==> src/rtl/fifo_buffer_memory_pkg.sv <==
// Shared defaults and helpers for the single-clock FIFO.
package fifo_buffer_memory_pkg;

    localparam int unsigned DEFAULT_DATA_WIDTH = 32;
    localparam int unsigned DEFAULT_DEPTH      = 8;

    // Per-cycle operation, encoded as {write_accepted, read_accepted}
    typedef enum logic [1:0] {
        OP_IDLE  = 2'b00,
        OP_READ  = 2'b01,
        OP_WRITE = 2'b10,
        OP_BOTH  = 2'b11
    } fifo_op_e;

    function automatic int unsigned addr_width(input int unsigned depth);
        return (depth > 1) ? $clog2(depth) : 1;
    endfunction

endpackage

==> src/rtl/fifo_buffer_memory_if.sv <==
// Producer/consumer bus of the FIFO; master drives requests, slave is the FIFO.
interface fifo_buffer_memory_if
    import fifo_buffer_memory_pkg::*;
#(
    parameter int unsigned DATA_WIDTH = DEFAULT_DATA_WIDTH
);
    logic                  enable;
    logic                  write;
    logic [DATA_WIDTH-1:0] data_in;
    logic                  read;
    logic [DATA_WIDTH-1:0] data_out;
    logic                  empty;
    logic                  full;

    modport master (
        output enable, write, data_in, read,
        input  data_out, empty, full
    );

    modport slave (
        input  enable, write, data_in, read,
        output data_out, empty, full
    );
endinterface

==> src/rtl/fifo_buffer_memory.sv <==
// Single-clock FIFO with registered read data and a global enable that freezes all state.
module fifo_buffer_memory
    import fifo_buffer_memory_pkg::*;
#(
    parameter int unsigned DATA_WIDTH = DEFAULT_DATA_WIDTH,
    parameter int unsigned DEPTH      = DEFAULT_DEPTH
) (
    input  logic                  clock,
    input  logic                  reset,
    fifo_buffer_memory_if.slave   bus
);

    localparam int unsigned ADDR_WIDTH = addr_width(DEPTH);

    logic [DATA_WIDTH-1:0] mem [DEPTH];
    logic [ADDR_WIDTH-1:0] wr_ptr;
    logic [ADDR_WIDTH-1:0] rd_ptr;
    logic [ADDR_WIDTH:0]   count;
    logic [DATA_WIDTH-1:0] data_q;
    logic                  empty;
    logic                  full;
    logic                  do_read;
    logic                  do_write;
    fifo_op_e              op;

    assign empty = (count == '0);
    assign full  = (count == (ADDR_WIDTH+1)'(DEPTH));

    // A write into a full FIFO is allowed only when a read frees a slot on the same edge
    assign do_read  = bus.enable && bus.read && !empty;
    assign do_write = bus.enable && bus.write && (!full || do_read);
    assign op       = fifo_op_e'({do_write, do_read});

    always_ff @(posedge clock or posedge reset) begin
        if (reset) begin
            wr_ptr <= '0;
            rd_ptr <= '0;
            count  <= '0;
            data_q <= '0;
        end else begin
            if (do_write) begin
                wr_ptr <= wr_ptr + ADDR_WIDTH'(1);
            end
            if (do_read) begin
                data_q <= mem[rd_ptr];
                rd_ptr <= rd_ptr + ADDR_WIDTH'(1);
            end
            case (op)
                OP_WRITE: count <= count + (ADDR_WIDTH+1)'(1);
                OP_READ:  count <= count - (ADDR_WIDTH+1)'(1);
                default:  count <= count;
            endcase
        end
    end

    // Storage is deliberately not cleared by reset
    always_ff @(posedge clock) begin
        if (do_write && !reset) begin
            mem[wr_ptr] <= bus.data_in;
        end
    end

    assign bus.data_out = data_q;
    assign bus.empty    = empty;
    assign bus.full     = full;

endmodule

==> src/flat_wrapper.sv <==
// flat-port wrapper written by rule: the top's interface ports become plain ports
module fifo_buffer_memory_flat import fifo_buffer_memory_pkg::*;
#(
    parameter int unsigned DATA_WIDTH = DEFAULT_DATA_WIDTH,
    parameter int unsigned DEPTH      = DEFAULT_DEPTH
)
  (clock, reset, bus_enable, bus_write, bus_data_in, bus_read, bus_data_out, bus_empty, bus_full);
  fifo_buffer_memory_if #(.DATA_WIDTH(DATA_WIDTH)) bus_i ();
  input  logic clock;
  input  logic reset;
  input wire logic [$bits(bus_i.enable)-1:0] bus_enable;
  input wire logic [$bits(bus_i.write)-1:0] bus_write;
  input wire logic [$bits(bus_i.data_in)-1:0] bus_data_in;
  input wire logic [$bits(bus_i.read)-1:0] bus_read;
  output wire logic [$bits(bus_i.data_out)-1:0] bus_data_out;
  output wire logic [$bits(bus_i.empty)-1:0] bus_empty;
  output wire logic [$bits(bus_i.full)-1:0] bus_full;
  assign bus_i.enable = bus_enable;
  assign bus_i.write = bus_write;
  assign bus_i.data_in = bus_data_in;
  assign bus_i.read = bus_read;
  assign bus_data_out = bus_i.data_out;
  assign bus_empty = bus_i.empty;
  assign bus_full = bus_i.full;
  fifo_buffer_memory #(.DATA_WIDTH(DATA_WIDTH), .DEPTH(DEPTH)) u_core (.clock(clock), .reset(reset), .bus(bus_i));
endmodule
==> config.mk <==
export PLATFORM = sky130hd
export DESIGN_NAME = fifo_buffer_memory_flat
export DESIGN_NICKNAME = d
export VERILOG_FILES = /design/src/rtl/fifo_buffer_memory_pkg.sv /design/src/rtl/fifo_buffer_memory_if.sv /design/src/rtl/fifo_buffer_memory.sv /design/src/flat_wrapper.sv
export SDC_FILE = /design/constraint.sdc
export NUM_CORES = 1
export LEC_CHECK = 0
export ABC_AREA = 1
export CAP_MARGIN = 15
export CORE_ASPECT_RATIO = 1.2
export CORE_MARGIN = 4
export CORE_UTILIZATION = 50
export DETAILED_ROUTE_END_ITERATION = 10
export PLACE_DENSITY_LB_ADDON = 0.05
export SYNTH_ARGS = -nofsm -noshare
export SYNTH_HDL_FRONTEND = slang
export SYNTH_SLANG_ARGS = --single-unit
export TNS_END_PERCENT = 30
==> constraint.sdc <==
create_clock -name clock -period 3.71 [get_ports clock]
set_input_delay 1.113 -clock clock [delete_from_list [all_inputs] [get_ports clock]]
set_output_delay 1.113 -clock clock [all_outputs]
set_load 0.005 [all_outputs]
== After elaboration in Yosys (flattened, before gate mapping) ==
Memories as Yosys holds them, arrays and structs flattened. A register that Yosys moved wholly into a read port is not among the register bits.
Index checks and enable logic that the tools add are counted.
Word-level totals
  memories: 1
  memory bits (writable): 256
  logic and storage cells: 25
  output and inout bits: 34
  input bits: 37
  flip-flop bits (word level): 10
Operators by class
  equality and inequality tests: 3
  add/subtract/negate cells: 4
  multiplexer cells: 3
  reduce and logical (&&, ||, !) cells: 11
Memories
  u_core.mem: words 8, bits a word 32, rd ports 1, clocked after Yosys merged registers in 1, wr ports 1, line fifo_buffer_memory.sv:15  | logic [DATA_WIDTH-1:0] mem [DEPTH];
Operators with widths (count)
  $pmux 4 s2: 1
  $add 3x1->3 const B: 2
  $logic_and 1x1->1: 5
  $add 4x1->4 const B: 1
  $eq 4x4->1 const B: 1
  $logic_not 4->1: 1
  $sub 4x1->4 const B: 1
  $logic_not 1->1: 3
  $eq 2x1->1 const B: 1
  $eq 2x2->1 const B: 1
  $mux 1: 2
  $reduce_bool 2->1: 1
  $logic_or 1x1->1: 1

== Longest topological paths before layout ==
  word-level depth: 8
  gate-level depth with buffers: 13
  depth with buffers taken out: 13

== Worst setup path after synthesis ==
No wires, ideal clock.
  path type: input port to flip-flop
  from: input reset
  to: memory u_core.mem[7][0] (netlist name) (enable)
  path buffers: 0
  path slack: -402 ps
  arrival: 3691 ps
  cell stages on the path: 3
  setup time: 421 ps
  data required time: 3289 ps
  path through: inv_1 -> nand3_1 -> nor2_1
Between the ends
  cells in the longest elaborated chain, start to end: 4
RTL lines
  start, declared: line flat_wrapper.sv:10  | input logic reset;
  $logic_not 1->1 (no line)
  $logic_and 1x1->1: line fifo_buffer_memory.sv:58  | if (do_write && !reset) begin
  $mux 1: line fifo_buffer_memory.sv:58
  $mux 1 (implied by the code): line fifo_buffer_memory.sv:59  | mem[wr_ptr] <= bus.data_in;
  end, declared: line fifo_buffer_memory.sv:15
No other way between the ends.

== Worst setup path after layout ==
  from: register u_core.count[0]
  to: output bus_full
Between the ends
  cells in the longest elaborated chain, start to end: 1
RTL lines
  start, declared: line fifo_buffer_memory.sv:18  | logic [ADDR_WIDTH:0] count;
  start signal, assigned: line fifo_buffer_memory.sv:49  | OP_WRITE: count <= count + (ADDR_WIDTH+1)'(1);
  start signal, assigned: line fifo_buffer_memory.sv:50  | OP_READ: count <= count - (ADDR_WIDTH+1)'(1);
  start signal, assigned: line fifo_buffer_memory.sv:51  | default: count <= count;
  $eq 4x4->1: line fifo_buffer_memory.sv:27  | assign full = (count == (ADDR_WIDTH+1)'(DEPTH));
  end, declared: line flat_wrapper.sv:17  | output wire logic [$bits(bus_i.full)-1:0] bus_full;
No other way between the ends.

==> metrics <==
Reg2Reg Depth=6; Routability Congestion=0.725; LEAKAGE=5.36 nW; Synth warnings=0; worst hold margin=0.473 ns; ranking of synthesized cells by area=edfxtp_1 (64%), dfrtp_1 (8.8%), nand2_1 (4.6%); Initial Utilization=51.3%; IO Count=71; CP Data Required Time=2.60 ns; crit path to=bus_full; DRC marker count from the first detailed-route iteration=412; final setup fails=0; CP cell instances=nor2_2, nand3_1, inv_1, clkdlybuf4s50_1; RSZ-0062 raised after global routing=no; fmax=346 MHz; post-DP HPWL=13.9 mm; first-pass GRT wire length=40.0 mm; outcome=complete, no violations; max-slew violation count=0; fin crit period=2.89 ns; DRC=0; CTS root buf=clkbuf_16; synth-to-layout area growth=17.3%; largest net degree at the start of global routing=118; Synth top area share=64.2%; placed cell area=0.0131 mm^2; Mapped Cells=974; RR Startpoint=u_core.rd_ptr[1]$_DFFE_PP0P_; CORE AREA=0.0234 mm^2; post-CTS setup buffers=0; maximum VDD drop=548 uV; clock-pin slew on the worst setup and hold paths=0.06 ns; setup slack, reg-to-reg=1.63 ns; ant diodes=0; number of antenna violations at the first check in global routing=0; Site Rows=61; Setup Skew=0.0104 ns; Yosys reg bits=298; area leader, netlist=edfxtp_1; Final Hold Fails=0; routed vias=7209; post-route cell area=0.0141 mm^2; Clock Tree Buf Depth=3; Post-CTS Resized=0; Power Density=696 mW/mm^2; Clock Sinks=298; syn nets=1016; HP Class=reg2reg; all-layer global routing usage=19.2%; Post-CTS Hold Buffers=0; layout cells sized above 1=7.13%; Critical Path Source=u_core.count[0]$_DFFE_PP0P_; CP arrival=1.78 ns; Least-Margin Pin Slew=1.02 ns; total gr overflow=0; Reg-to-Reg End=u_core.bus.data_out[16]$_DFFE_PP0P_; routed len/inst=17.8 um; Die H=178 um; Die Wd=149 um; Clock Latency Late Sink=0.54 ns; sequential area share after synthesis=72.9%; fin crit share=78.0%; critical-path maximum fanout=4; Post-Synthesis Cell Area=0.0120 mm^2; Post-Route Setup TNS=0 ns; mean post-synth cell area=12.3 um^2; Slew HR=31.8%; final WL=24.6 mm; critical path's slowest cell=clkdlybuf4s50_1; full die area=0.0265 mm^2; CTS tree=built; Num CTS Buffers=30; PortBufs=70; H-tree levels=1; post-synth cell types=24; slowest stage delay, CP=0.49 ns; vias per inst=5.22; Layout fillers=1900; CP Launch Type=flip-flop; Maximum Capacitance Violations=0; vias in the first global route=7247; fin nets=1084; Worst Setup End Kind=output port; CP Class=reg2out; first drt pass iteration count=5; DRT antenna net count=0; Design Power=0.00979 W
==> placed cells by master, fill, tap and decap left out <==
| cell | count |
|---|---|
| nand2_2 | 1 |
| o211ai_1 | 64 |
| inv_2 | 1 |
| buf_4 | 14 |
| nand2_1 | 148 |
| dfrtp_1 | 40 |
| clkbuf_1 | 8 |
| fa_1 | 1 |
| xnor2_1 | 3 |
| ha_1 | 4 |
| or2_4 | 1 |
| clkbuf_16 | 31 |
| nor2_1 | 5 |
| o21ai_0 | 67 |
| clkinv_2 | 4 |
| bufinv_16 | 1 |
| dfrtp_4 | 2 |
| nor2_4 | 8 |
| buf_12 | 7 |
| a21oi_1 | 67 |
| nand3_1 | 103 |
| inv_8 | 1 |
| clkbuf_8 | 4 |
| edfxtp_1 | 256 |
| a21o_1 | 1 |
| or2_1 | 1 |
| nor2_2 | 1 |
| clkdlybuf4s50_1 | 70 |
| inv_1 | 142 |
| xor2_1 | 2 |
| clkinv_1 | 8 |
==> registers in the layout, indices dropped and copies added, names as in the netlist <==
| signal | flops |
|---|---|
| u_core.mem | 256 |
| u_core.wr_ptr | 3 |
| u_core.count | 4 |
| u_core.bus.data_out | 32 |
| u_core.rd_ptr | 3 |
==> synthesized netlist by cell type (all sizes together) <==
| master | number |
|---|---|
| dfrtp | 42 |
| clkinv | 1 |
| buf | 34 |
| o21ai | 67 |
| o211ai | 64 |
| nor2 | 14 |
| or2 | 2 |
| clkbuf | 21 |
| nand2 | 149 |
| nand3 | 103 |
| a21o | 1 |
| fa | 1 |
| inv | 143 |
| xor2 | 2 |
| a21oi | 67 |
| edfxtp | 256 |
| ha | 4 |
| xnor2 | 3 |
==> power by group <==
group	leakage (nW)	total [W]	switching, W	internal (W)
combinational	2.08	0.00255	0.00147	0.00108
clock	0.467	0.00288	0.00120	0.00167
sequential	2.81	0.00436	0.000394	0.00397
==> worst min-delay path by stage <==
stage | cells after the start | endpoint | slack, ns | startpoint
after global routing | 2 | u_core.bus.data_out[9]$_DFFE_PP0P_ | 0.51 | u_core.bus.data_out[9]$_DFFE_PP0P_
after detailed placement | 2 | u_core.bus.data_out[9]$_DFFE_PP0P_ | 0.46 | u_core.bus.data_out[9]$_DFFE_PP0P_
after CTS | 2 | u_core.bus.data_out[9]$_DFFE_PP0P_ | 0.48 | u_core.bus.data_out[9]$_DFFE_PP0P_
after floorplan | 2 | u_core.bus.data_out[0]$_DFFE_PP0P_ | 0.47 | u_core.bus.data_out[0]$_DFFE_PP0P_
after global placement | 2 | u_core.bus.data_out[28]$_DFFE_PP0P_ | 0.46 | u_core.bus.data_out[28]$_DFFE_PP0P_
final | 2 | u_core.bus.data_out[9]$_DFFE_PP0P_ | 0.47 | u_core.bus.data_out[9]$_DFFE_PP0P_
==> layout make-up <==
cell class | instances | area [um^2] | area share, %
flip-flops and latches | 298 | 8750 | 62.2
multi-input cells | 477 | 2480 | 17.6
repair buffers | 91 | 946 | 6.73
clock buffers | 43 | 861 | 6.12
inverters | 144 | 541 | 3.85
well taps | 315 | 394 | 2.80
clock inverters | 13 | 87.6 | 0.623
==> stage by stage <==
| stage | util [%] | instances | setup WS [ns] |
|---|---|---|---|
| after floorplan | - | 974 | -0.402 |
| after global placement | 56.1 | 1325 | 0.646 |
| after detailed placement | 56.1 | 1325 | 0.615 |
| after CTS | 60.2 | 1381 | 0.767 |
| after global routing | 60.2 | 1381 | 0.703 |
| final | 60.2 | 1381 | 0.817 |
==> routing by layer <==
metal	GRT usage, %	wire, um	share of wire [%]	vias up
met3	2.63	1050	4.3	31
met2	32.8	12100	49	134
met4	4.01	351	1.4	0
met5	0	0	0	-
met1	26.6	11100	45	3516
li1	-	-	-	3528
==> logic make-up after synthesis <==
| family | Yosys count | synth area share (%) |
|---|---|---|
| DFF | 298 | 72.9 |
| and+or+nand+nor | 268 | 9.58 |
| buffers and inverters | 199 | 6.85 |
| adders and majority gates | 5 | 0.585 |
| xor gates and xnor gates | 5 | 0.366 |
| AOI/OAI and AO/OA | 199 | 9.67 |
==> worst max-delay path, delay by kind of cell, from the launching register on <==
| family | cells | cell delay, ns |
|---|---|---|
| DFF | 1 | 0.43 |
| buffers and inverters | 2 | 0.56 |
| and+or+nand+nor | 2 | 0.25 |
Note: power is estimated with default switching activity, not from simulation.
